--- config.mk ---
export PLATFORM = sky130hd
export DESIGN_NAME = mc_residual_stream
export DESIGN_NICKNAME = d
export VERILOG_FILES = /design/src/rtl/mc_residual_stream.sv
export SDC_FILE = /design/constraint.sdc
export NUM_CORES = 1
export LEC_CHECK = 0
export ABC_AREA = 1
export BUFFER_PORTS_ARGS = -buffer_cell sky130_fd_sc_hd__buf_4
export CORE_AREA = 2 2 279 281
export CTS_BUF_LIST = sky130_fd_sc_hd__clkbuf_2
export CTS_CLUSTER_SIZE = 30
export DETAILED_ROUTE_END_ITERATION = 8
export DIE_AREA = 0 0 281 283
export GPL_TIMING_DRIVEN = 0
export PLACE_DENSITY = 0.56
export SLEW_MARGIN = 10
export SYNTH_ARGS = -nofsm -noshare
export SYNTH_HDL_FRONTEND = slang
export SYNTH_SLANG_ARGS = --single-unit
--- constraint.sdc ---
create_clock -name clk -period 13.1 [get_ports clk]
set_clock_uncertainty 0.15 [all_clocks]
set_input_delay 1.965 -clock clk [delete_from_list [all_inputs] [get_ports clk]]
set_output_delay 1.965 -clock clk [all_outputs]
set_load 0.01 [all_outputs]
--- src/rtl/mc_residual_stream.sv ---
// Motion-compensation stage: fetches an edge-clamped predicted block and streams
// the residual (or the prediction) one row per beat, with a running block SAD.
module mc_residual_stream #(
  parameter int unsigned MB_SIZE        = 4,
  parameter int unsigned PIXEL_WIDTH    = 8,
  parameter int unsigned REF_FRAME_SIZE = 8,
  parameter int unsigned MV_WIDTH       = 6
) (
  input  logic                                                          clk,
  input  logic                                                          reset,
  input  logic                                                          src_valid,
  output logic                                                          src_ready,
  input  logic [$clog2(REF_FRAME_SIZE)-1:0]                             mb_x,
  input  logic [$clog2(REF_FRAME_SIZE)-1:0]                             mb_y,
  input  logic signed [MV_WIDTH-1:0]                                    mv_x,
  input  logic signed [MV_WIDTH-1:0]                                    mv_y,
  input  logic                                                          mode,
  input  logic [REF_FRAME_SIZE-1:0][REF_FRAME_SIZE-1:0][PIXEL_WIDTH-1:0] ref_frame,
  input  logic [MB_SIZE-1:0][MB_SIZE-1:0][PIXEL_WIDTH-1:0]               curr_mb,
  output logic                                                          dst_valid,
  input  logic                                                          dst_ready,
  output logic [$clog2(MB_SIZE)-1:0]                                    dst_row,
  output logic                                                          dst_last,
  output logic [MB_SIZE-1:0][PIXEL_WIDTH:0]                             residual_row,
  output logic [PIXEL_WIDTH+2*$clog2(MB_SIZE)-1:0]                      sad
);

  localparam int unsigned FW = $clog2(REF_FRAME_SIZE);
  localparam int unsigned RW = $clog2(MB_SIZE);
  localparam int unsigned DW = PIXEL_WIDTH + 1;
  localparam int unsigned SW = PIXEL_WIDTH + 2 * RW;
  // Address width covers origin + MV + in-block offset without overflow.
  localparam int unsigned AW = MV_WIDTH + FW + 2;
  localparam logic signed [AW-1:0] COORD_MAX = AW'(REF_FRAME_SIZE - 1);

  typedef enum logic [1:0] {ST_IDLE, ST_LOAD, ST_OUT} state_t;

  state_t                                        state_q, state_d;
  logic                                          src_ready_q, src_ready_d;
  logic                                          dst_valid_q, dst_valid_d;
  logic                                          dst_last_q, dst_last_d;
  logic [RW-1:0]                                 row_q, row_d;
  logic [MB_SIZE-1:0][DW-1:0]                    res_q, res_d;
  logic [SW-1:0]                                 sad_q, sad_d;
  logic [FW-1:0]                                 mb_x_q, mb_x_d, mb_y_q, mb_y_d;
  logic signed [MV_WIDTH-1:0]                    mv_x_q, mv_x_d, mv_y_q, mv_y_d;
  logic                                          mode_q, mode_d;
  logic [MB_SIZE-1:0][MB_SIZE-1:0][PIXEL_WIDTH-1:0] curr_q, curr_d;

  logic [RW-1:0]              row_sel;
  logic signed [AW-1:0]       x_s, y_s;
  logic [FW-1:0]              x_idx, y_idx;
  logic [PIXEL_WIDTH-1:0]     pred;
  logic [DW-1:0]              diff;
  logic [MB_SIZE-1:0][DW-1:0] row_res;
  logic [SW-1:0]              row_abs_sum;

  function automatic logic [FW-1:0] clamp_idx(input logic signed [AW-1:0] v);
    if (v[AW-1]) begin
      return '0;
    end else if (v > COORD_MAX) begin
      return FW'(REF_FRAME_SIZE - 1);
    end else begin
      return v[FW-1:0];
    end
  endfunction

  // Row datapath: LOAD builds row 0, OUT builds the row following the current beat.
  always_comb begin
    row_sel     = (state_q == ST_LOAD) ? '0 : RW'(row_q + RW'(1));
    y_s         = $signed(AW'(mb_y_q)) + AW'(mv_y_q) + $signed(AW'(row_sel));
    y_idx       = clamp_idx(y_s);
    x_s         = '0;
    x_idx       = '0;
    pred        = '0;
    diff        = '0;
    row_res     = '0;
    row_abs_sum = '0;
    for (int j = 0; j < MB_SIZE; j++) begin
      x_s   = $signed(AW'(mb_x_q)) + AW'(mv_x_q) + AW'(j);
      x_idx = clamp_idx(x_s);
      pred  = ref_frame[y_idx][x_idx];
      diff  = DW'(curr_q[row_sel][j]) - DW'(pred);
      if (mode_q) begin
        row_res[j] = {1'b0, pred};
      end else begin
        row_res[j]  = diff;
        row_abs_sum = row_abs_sum + SW'(diff[DW-1] ? DW'(-diff) : diff);
      end
    end
  end

  // Next-state and registered-output logic.
  always_comb begin
    state_d     = state_q;
    src_ready_d = src_ready_q;
    dst_valid_d = dst_valid_q;
    dst_last_d  = dst_last_q;
    row_d       = row_q;
    res_d       = res_q;
    sad_d       = sad_q;
    mb_x_d      = mb_x_q;
    mb_y_d      = mb_y_q;
    mv_x_d      = mv_x_q;
    mv_y_d      = mv_y_q;
    mode_d      = mode_q;
    curr_d      = curr_q;
    case (state_q)
      ST_IDLE: begin
        if (src_valid) begin
          mb_x_d      = mb_x;
          mb_y_d      = mb_y;
          mv_x_d      = mv_x;
          mv_y_d      = mv_y;
          mode_d      = mode;
          curr_d      = curr_mb;
          sad_d       = '0;
          src_ready_d = 1'b0;
          state_d     = ST_LOAD;
        end
      end
      ST_LOAD: begin
        row_d       = '0;
        res_d       = row_res;
        sad_d       = row_abs_sum;
        dst_valid_d = 1'b1;
        dst_last_d  = 1'b0;
        state_d     = ST_OUT;
      end
      ST_OUT: begin
        if (dst_ready) begin
          if (row_q == RW'(MB_SIZE - 1)) begin
            dst_valid_d = 1'b0;
            dst_last_d  = 1'b0;
            src_ready_d = 1'b1;
            state_d     = ST_IDLE;
          end else begin
            row_d      = row_sel;
            res_d      = row_res;
            sad_d      = sad_q + row_abs_sum;
            dst_last_d = (row_sel == RW'(MB_SIZE - 1));
          end
        end
      end
      default: begin
        state_d     = ST_IDLE;
        src_ready_d = 1'b1;
        dst_valid_d = 1'b0;
        dst_last_d  = 1'b0;
      end
    endcase
  end

  always_ff @(posedge clk) begin
    if (!reset) begin
      state_q     <= ST_IDLE;
      src_ready_q <= 1'b1;
      dst_valid_q <= 1'b0;
      dst_last_q  <= 1'b0;
      row_q       <= '0;
      res_q       <= '0;
      sad_q       <= '0;
      mb_x_q      <= '0;
      mb_y_q      <= '0;
      mv_x_q      <= '0;
      mv_y_q      <= '0;
      mode_q      <= 1'b0;
      curr_q      <= '0;
    end else begin
      state_q     <= state_d;
      src_ready_q <= src_ready_d;
      dst_valid_q <= dst_valid_d;
      dst_last_q  <= dst_last_d;
      row_q       <= row_d;
      res_q       <= res_d;
      sad_q       <= sad_d;
      mb_x_q      <= mb_x_d;
      mb_y_q      <= mb_y_d;
      mv_x_q      <= mv_x_d;
      mv_y_q      <= mv_y_d;
      mode_q      <= mode_d;
      curr_q      <= curr_d;
    end
  end

  assign src_ready    = src_ready_q;
  assign dst_valid    = dst_valid_q;
  assign dst_last     = dst_last_q;
  assign dst_row      = row_q;
  assign residual_row = res_q;
  assign sad          = sad_q;

endmodule

Word level (Yosys, flattened, before mapping)
Index checks and enable logic that the tools add are counted.
Storage, ports and cells
  register bits: 202
  input bits: 663
  output and inout port bits: 53
  word-level logic and storage cells: 140
Cells by class
  $add $sub $neg: 19
  order comparisons: 11
  equal/unequal tests: 8
  multiplexer cells: 59
  bitwise logic cells: 2
  reductions and logical operators: 10
Operators with widths (count)
  64-bit binary-select mux with 3-bit select: 1
  8-bit binary-select mux with 3-bit select: 4
  9-bit 2-to-1 mux: 9
  12-bit 2-to-1 mux: 6
  36-bit 2-to-1 mux: 2
  36-bit one-hot mux with 2 select lines: 1
  32-bit binary-select mux with 2-bit select: 1
  64-bit 2-to-1 mux: 1
  12-bit by 9-bit adder with 12-bit output: 3
  9-bit negation: 4
  12-bit one-hot mux with 3 select lines: 1
  8-bit by 8-bit subtractor with 9-bit output: 4
  32-bit 2-to-1 mux: 1
  8-bit 2-to-1 mux: 4
  3-bit 2-to-1 mux: 10
  11-bit by 4-bit greater-than comparator with 1-bit output (second input constant): 2
  3-bit by 4-bit < comparator with 1-bit output (second input constant): 5
  7-bit by 3-bit adder with 8-bit output (second input constant): 2
  8-bit by 4-bit greater-than comparator with 1-bit output (second input constant): 2
  4-bit by 6-bit adder with 7-bit output: 2
  12-bit adder: 1
  2-bit 2-to-1 mux: 6
  3-bit AND reduction: 3
  7-bit by 2-bit adder with 8-bit output (second input constant): 1
  18 further kinds: 33

Longest topological paths before layout
Gate-level depths: netlist of run 1.
  word-level depth: 24
  gate-level depth with buffers: 82
  mapped depth without buffers: 77

Least setup slack after synthesis of run 1
OpenSTA, ideal clock, no wires.
  path kind: register to register
  from: reg state_q[1]
  to: reg sad_q[10], in the netlist sad[10]
  library setup time: 0.070 ns
  arrival: 10.138 ns
  data required time: 12.880 ns
  path slack: 2.742 ns
  cell stages (with the launch flop): 67
  path buffers: 6
  clock period less this slack: 10.358 ns
  cells stage by stage: dfxtp_1 -> inv_1 -> ha_1 -> clkbuf_1 -> nor2_1 -> clkbuf_1 -> buf_1 -> fa_1 -> ha_1 -> fa_1 -> nand2_1 -> nor2_1 -> nand2_1 -> nand2_1 -> nand2_1 -> nand2_1 -> nand2_1 -> nand2_2 -> (+31 left out) -> nor2_1 -> inv_1 -> fa_1 -> o31ai_1 -> inv_1 -> nor2_1 -> nor2_1 -> o21ai_0 -> inv_1 -> o21ai_0 -> inv_1 -> nor2_1 -> o21ai_0 -> nand2_1 -> o21ai_0 -> o21ai_0 -> nand2_1 -> a21oi_1
On the way
  word-level cells in the longest chain between the ends: 24
  elaborated cells on any way between the ends: 48
  those cells by class: add/sub: 13; order compare: 1; eq/ne: 5; mux: 26; reduce/logical: 3
Ends and longest elaborated chain
  from (decl): RTL line 38  | state_t state_q, state_d;
  from (signal assigned): RTL line 170  | state_q <= state_d;
  2-bit by 1-bit equality test with 1-bit output: RTL line 70, 108
  2-bit 2-to-1 mux: RTL line 70  | row_sel = (state_q == ST_LOAD) ? '0 : RW'(row_q + RW'(1));
  7-bit by 3-bit adder with 8-bit output: RTL line 71  | y_s = $signed(AW'(mb_y_q)) + AW'(mv_y_q) + $signed(AW'(row_sel));
  8-bit by 4-bit greater-than comparator with 1-bit output: RTL line 61  | end else if (v > COORD_MAX) begin
  3-bit 2-to-1 mux: RTL line 61
  3-bit 2-to-1 mux: RTL line 59  | if (v[AW-1]) begin
  64-bit binary-select mux with 3-bit select: RTL line 82  | pred = ref_frame[y_idx][x_idx];
  64-bit 2-to-1 mux (implied by the code): RTL line 82
  (+8 left out)
  12-bit by 9-bit adder with 12-bit output: RTL line 88  | row_abs_sum = row_abs_sum + SW'(diff[DW-1] ? DW'(-diff) : diff);
  12-bit 2-to-1 mux: RTL line 84  | if (mode_q) begin
  12-bit by 9-bit adder with 12-bit output: RTL line 88
  12-bit 2-to-1 mux: RTL line 84
  12-bit adder: RTL line 140  | sad_d = sad_q + row_abs_sum;
  12-bit 2-to-1 mux: RTL line 132  | if (row_q == RW'(MB_SIZE - 1)) begin
  12-bit 2-to-1 mux: RTL line 131  | if (dst_ready) begin
  12-bit one-hot mux with 3 select lines: RTL line 108  | case (state_q)
  to (signal assigned): RTL line 162  | sad_q <= '0;
  to (signal assigned): RTL line 176  | sad_q <= sad_d;
  to (decl): RTL line 44  | logic [SW-1:0] sad_q, sad_d;
Parallel ways exist; a longest one is shown, timed or not. The select of a mux whose other input is x is not followed.
A chain may end at the register's enable or synchronous reset.

Final worst setup path of run 1
  from: reg row_q[0], in the netlist dst_row[0]
  to: reg sad_q[11], in the netlist sad[11]
On the way
  word-level cells in the longest chain between the ends: 24
  elaborated cells on any way between the ends: 44
  those cells by class: add/sub: 14; order compare: 1; eq/ne: 2; mux: 26; reduce/logical: 1
Ends and longest elaborated chain
  from (decl): RTL line 42  | logic [RW-1:0] row_q, row_d;
  from (signal assigned): RTL line 174  | row_q <= row_d;
  2-bit by 1-bit adder with 2-bit output: RTL line 70
  2-bit 2-to-1 mux: RTL line 70
  7-bit by 3-bit adder with 8-bit output: RTL line 71
  8-bit by 4-bit greater-than comparator with 1-bit output: RTL line 61
  3-bit 2-to-1 mux: RTL line 61
  3-bit 2-to-1 mux: RTL line 59
  64-bit binary-select mux with 3-bit select: RTL line 82
  64-bit 2-to-1 mux (implied by the code): RTL line 82
  (+8 left out)
  12-bit by 9-bit adder with 12-bit output: RTL line 88
  12-bit 2-to-1 mux: RTL line 84
  12-bit by 9-bit adder with 12-bit output: RTL line 88
  12-bit 2-to-1 mux: RTL line 84
  12-bit adder: RTL line 140
  12-bit 2-to-1 mux: RTL line 132
  12-bit 2-to-1 mux: RTL line 131
  12-bit one-hot mux with 3 select lines: RTL line 108
Parallel ways exist; a longest one is shown, timed or not. The select of a mux whose other input is x is not followed.

==> results of run 1 <==
cell families (layout without fill, tap and decap cells):
logic type	Yosys count	after routing	synth area share
AO/OA/AOI/OAI	868	868	0.259
XOR/XNOR	44	44	0.0208
adder cells (fa/ha/maj)	107	107	0.0730
buffers and inverters	441	1255	0.0931
flip-flops	202	202	0.208
other	0	20	0
AND/OR/NAND/NOR	1628	1628	0.347
cells in the final DEF (no fill, tap or decap), drive strengths merged, types with 5 or more instances in the layout:
cell    instances
nand2         707
inv           206
a21o            6
a31oi          26
a32o           25
a22oi          31
nand3         334
a21oi         220
o211ai         30
a211oi          6
nor3           15
clkbuf        211
o21bai         13
o221ai         48
o22ai          41
diode          20
o21ai         398
nand4           5
dfxtp         202
xor2           34
buf           819
a22o            6
ha             96
clkinv         17
fa             11
a32oi           5
or2            10
nor2          544
o21a            5
xnor2          10
synth_stat cells (8+ instances only):
library cell  number  area share
nand2_2           11      0.0035
nand3_2            8      0.0041
clkbuf_1         127       0.024
buf_1             19      0.0037
nor3_1            15      0.0039
ha_1              96       0.062
o22ai_1           41       0.013
buf_4             10      0.0039
a32o_1            25       0.013
a22oi_1           31       0.012
buf_2             74       0.019
a21oi_1          220       0.057
xor2_1            33       0.015
inv_2              8      0.0015
nand3_1          325       0.084
nand2_1          693        0.13
o21ai_1           12      0.0031
fa_1              11       0.011
o221ai_1          48       0.022
o21ai_0          383       0.098
dfxtp_1          202        0.21
o211ai_1          30       0.012
xnor2_1           10      0.0045
inv_1            195       0.038
a31oi_1           26      0.0084
o21bai_1          13      0.0050
nor2_1           542        0.10
state kept, by name (all words and copies together) (netlist names):
register,cells
curr_q,128
dst_last,1
dst_row,2
dst_valid,1
mb_x_q,3
mb_y_q,3
mode_q,1
mv_x_q,6
mv_y_q,6
residual_row,36
sad,12
src_ready,1
state_q,2
timing repair:
action	CTS	global route
gates resized for setup	6	43
gates cloned	0	0
buffers inserted	0	5
pin swaps	0	3
setup endpoints to repair	5	7
worst min-delay path: cells and delay by family (launching register included):
kind                   cells  cell delay [ns]
AOI/OAI and AO/OA          1             0.05
DFF                        1             0.33
buffers and inverters      1             0.05
layout make-up:
cell class	instances	area, um^2
Fill cell	8750	49900
Multi-Input combinational cell	2647	13700
Timing Repair Buffer	719	5400
Sequential cell	202	4050
Tap cell	1040	1300
Buffer	231	1050
Inverter	208	786
Clock buffer	80	400
Clock inverter	17	121
Antenna cell	20	50.0
metrics by stage:
stage | cells | util | cell area, um^2 | setup TNS (ns) | hold slack [ns]
2_1_floorplan | 3290 | - | 19500 | 0 | 0.280
3_5_place_dp | 5044 | 0.341 | 26100 | -2.46 | 0.294
3_3_place_gp | 5044 | 0.341 | 26100 | -1.96 | 0.293
4_1_cts | 5141 | 0.348 | 26700 | 0 | 0.309
6_report | 5164 | 0.350 | 26800 | 0 | 0.309
5_1_grt | 5156 | 0.350 | 26800 | 0 | 0.324
worst min path at each step:
stage / start / end / slack [ns] / cells past startpoint
finish: dst_valid$_SDFFE_PN0P_ / dst_valid$_SDFFE_PN0P_ / 0.31 / 2
global route: curr_q[33]$_SDFFE_PN0P_ / curr_q[33]$_SDFFE_PN0P_ / 0.32 / 2
CTS: curr_q[33]$_SDFFE_PN0P_ / curr_q[33]$_SDFFE_PN0P_ / 0.31 / 2
detailed placement: dst_valid$_SDFFE_PN0P_ / dst_valid$_SDFFE_PN0P_ / 0.29 / 2
global placement: dst_valid$_SDFFE_PN0P_ / dst_valid$_SDFFE_PN0P_ / 0.29 / 2
floorplan: curr_q[33]$_SDFFE_PN0P_ / curr_q[33]$_SDFFE_PN0P_ / 0.28 / 2
layer usage:
metal | up-vias | global-route usage | part of all wire
met5 | - | 0 | 0.00040
met4 | 8 | 0.119 | 0.045
met3 | 250 | 0.0541 | 0.082
met1 | 12568 | 0.383 | 0.42
li1 | 12772 | - | -
met2 | 1310 | 0.492 | 0.45
==> out/metrics.csv, run 1 <==
stage,metric,value,unit
critical_path,crit_cells,67,
cts,cts_tree,yes,
global_routing,grt.total_usage,0.299,
synth,synthesis.instances,3290,
floorplan,die_area,79500,um^2
sta,slew_violations,0,
synth,async_flop_share,0,
synth,synth-seq-cells,202,
cts,postCtsHoldBufs,0,
critical_path,critPathMaxStageDelay,0.64,ns
cells_and_area,area_delta_synth_final,37.9,%
sta,rsz0062_at_grt,no,
floorplan,initial_core_util,0.254,
global_routing,overflow,0,
cts,clkLatencyLatePin,0.98,ns
detailed_routing,ant_nets,0,
critical_path,reg2reg_from,dst_row[0]$_SDFFE_PN0P_,
cells_and_area,nets,4834,
run,cap_violations,0,
critical_path,crit_end,sad[11]$_SDFFE_PN0P_,
detailed_routing,routed_wl,125000,um
floorplan,dieWidth,281,um
critical_path,reg2regPathDepth,67,
cts,cts_made_buffers,55,
critical_path,critPathTopFamily,compound AO/OA/AOI/OAI gates,
critical_path,rrSetupSlack,0.99,ns
global_routing,grt_pass1_wl,175000,um
sta,finalHoldViolCount,0,
floorplan,rows,102,
global_routing,grt_max_degree,15,
critical_path,path_class,flop to flop,
sta,finalCriticalPeriod,12.11,ns
synth,syn-mean-instance-area,5.92,um^2
synth,synth_ff_type,dfxtp_1,
place,dpl_worst_slack,-0.646,ns
place,port_buffers,714,
critical_path,slowest_stage,clkbuf_1,
floorplan,die_h,283,um
sta,fin_crit_sh,0.924,
detailed_routing,via_per_inst,5.21,
synth,synth_fp_nets,4060,
critical_path,crit_required,13.86,ns
cts,path_clk_slew,0.11,ns
floorplan,io_pins,716,
synth,synth_edf_count,0,
critical_path,startpoint_type,flop,
min_path,hold_path_class,flop to flop,
critical_path,path_buf_inv,11,
cells_and_area,drive_above_1_share,0.237,
detailed_routing,drc,0,
critical_path,crit_path_start,dst_row[0]$_SDFFE_PN0P_,
sta,setup_ws,0.989,ns
place,routabilityCongestion,1.02,
detailed_routing,vias,26908,
floorplan,core_area,76700,um^2
status,status,"finished, final reports clean",
global_routing,grt_pass1_vias,25404,
cts,ctsHtreeMaxLevel,2,
critical_path,crit_path_end_kind,flop,
critical_path,r2r_end,sad[11]$_SDFFE_PN0P_,
critical_path,path_max_fanout,11,
detailed_routing,post_drt_wl_per_cell,24.1,um
cts,cts_root_buf,clkbuf_2,
synth,ys.warnings.count,0,
global_routing,antenna_found_initial,29,
cts,clockBufferDepth,3,
place,dp_hpwl,105000,um
cts,cts.sinks,202,
sta,relSlewSlack,0.178,
critical_path,worstPathArrival,12.87,ns
synth,ys_types,55,
sta,setup_viol,0,
synth,yosysSeqAreaShare,0.208,
detailed_routing,firstDrtPassIters,6,
detailed_routing,initialDrtViolationCount,2447,
sta,tightest_slew,1.23,ns
critical_path,crit_top_cell,nand2_1,
synth,netlist_area,19500,um^2
sta,clock.fmax,0.0826,GHz
Power of run 1 is not shown: default switching activity piles up to over one toggle a cycle in this logic, so the estimate is an artifact.
==> run 2: changes to the inputs <==
clock period = 11.8 ns   (was 13.1 ns; I/O delays follow)
==> run 2 against run 1 <==
Net effect:
- worst setup slack lost 0.19 ns
- utilization grew 0.74 points
- die area is the same
- clock-buffer cell count is the same
- global-route usage grew 0.13 points
- wire length grew 0.62%
- flip-flop and latch count is the same
- largest cell class unchanged
==> out/metrics.csv, run 2 (synthesized netlist as in run 1, its figures left out) <==
stage,metric,value,unit
critical_path,crit_path_end_kind,flop,
floorplan,die_h,283,um
global_routing,grt_max_degree,15,
cts,cts.sinks,202,
sta,finalHoldViolCount,0,
floorplan,core_area,76700,um^2
place,place_area,26100,um^2
detailed_routing,ant_nets,0,
sta,setup_viol,0,
sta,clock.fmax,0.0909,GHz
critical_path,startpoint_type,flop,
place,routabilityCongestion,1.02,
cells_and_area,fillers,8689,
cells_and_area,layout_commonest_cell,buf_4,
sta,tightest_slew,1.22,ns
sta,slew_violations,0,
cts,cts_made_buffers,55,
floorplan,io_pins,716,
detailed_routing,via_per_inst,5.22,
cells_and_area,fin_util,0.357,
critical_path,slowest_stage,fa_1,
global_routing,antenna_found_initial,25,
floorplan,initial_core_util,0.254,
cts,postCtsHoldBufs,0,
floorplan,die_area,79500,um^2
cts,cts_root_buf,clkbuf_2,
cells_and_area,most-common-layout-cells,"760 x buf_4, 683 x nand2_1, 537 x nor2_1, 376 x o21ai_0, 323 x nand3_1",
sta,finalCriticalPeriod,11.00,ns
cts,cts_tree,yes,
critical_path,path_max_fanout,10,
cts,clockBufferDepth,3,
min_path,hold_path_class,flop to flop,
run,cap_violations,0,
cells_and_area,largest_register,curr_q,
global_routing,grt_pass1_vias,25442,
cells_and_area,nets,4853,
status,status,"finished, final reports clean",
cts,ctsHtreeMaxLevel,2,
detailed_routing,initialDrtViolationCount,2372,
place,dpl_worst_slack,-1.95,ns
floorplan,dieWidth,281,um
cells_and_area,drive_above_1_share,0.254,
critical_path,path_class,flop to flop,
cells_and_area,stdcell_area,27400,um^2
cts,path_clk_slew,0.10,ns
cells_and_area,area_delta_synth_final,40.8,%
cells_and_area,largest_reg_flops,128,
detailed_routing,drc,0,
global_routing,overflow,0,
critical_path,crit_top_cell,nand2_1,
place,port_buffers,714,
critical_path,critPathMaxStageDelay,0.43,ns
critical_path,worstPathArrival,11.78,ns
detailed_routing,post_drt_wl_per_cell,24.2,um
global_routing,grt_pass1_wl,176000,um
place,place_inst,5044,
place,dp_hpwl,105000,um
cells_and_area,instances_no_fill,5181,
sta,setup_ws,0.802,ns
detailed_routing,firstDrtPassIters,7,
sta,fin_crit_sh,0.932,
global_routing,grt.total_usage,0.300,
critical_path,crit_required,12.58,ns
detailed_routing,routed_wl,125000,um
floorplan,rows,102,
cts,clkLatencyLatePin,1.00,ns
sta,relSlewSlack,0.189,
detailed_routing,vias,27019,
[run 2: cell types whose count changed in the layout (fill, tap and decap cells not counted), sizes merged]
| cell | before | now |
|---|---|---|
| buf | 819 | 828 |
| clkbuf | 211 | 221 |
| diode | 20 | 18 |
[run 2: metal layers]
metal  wire [um]  GRT usage  up-vias
li1            -          -    12822
met1       52600      0.381    12635
met2       57400      0.491     1334
met3       10300     0.0637      222
met4        5170      0.122        6
met5          32          0        -
[run 2: repair_timing]
item | CTS | global route
resized for setup | 53 | 152
endpoints found under the hold margin | 0 | 0
setup buffers | 10 | 14
pin swaps | 6 | 19
gates cloned | 0 | 0
setup endpoints to repair | 11 | 7
[run 2: worst paths after layout]
check | start | endpoint | slack, ns | cells after the start
max | dst_row[0]$_SDFFE_PN0P_ | sad[11]$_SDFFE_PN0P_ | 0.80 | 59
min | curr_q[33]$_SDFFE_PN0P_ | curr_q[33]$_SDFFE_PN0P_ | 0.31 | 2
max reg2reg | dst_row[0]$_SDFFE_PN0P_ | sad[11]$_SDFFE_PN0P_ | 0.80 | 59
min reg2reg | curr_q[33]$_SDFFE_PN0P_ | curr_q[33]$_SDFFE_PN0P_ | 0.31 | 2
[run 2: final cells by class]
type                    count  area [um^2]  area share
clock inverters            17          121     0.00443
multi-input cells        2647        13900       0.509
flip-flops and latches    202         4050       0.148
repair buffers            738         5540       0.202
well taps                1040         1300      0.0475
inverters                 208          791      0.0288
diodes                     18         45.0     0.00164
clock buffers              80          400      0.0146
plain buffers             231         1220      0.0444
[run 2: worst max-delay path, delay by kind of cell (launching register included)]
family | cells | cell delay, ns
adder cells (fa/ha/maj) | 9 | 2.93
flip-flops | 1 | 0.40
AND/OR/NAND/NOR | 20 | 2.39
XOR/XNOR | 1 | 0.16
AO/OA/AOI/OAI | 17 | 2.95
buffers and inverters | 12 | 1.91
[run 2: per-stage QoR]
step                hold WS, ns  TNS [ns]
finish                    0.306         0
global route              0.324   -0.0731
CTS                       0.309         0
detailed placement        0.294    -13.44
global placement          0.293    -12.32
floorplan                 0.280         0
Power of run 2 is left out for the same reason.
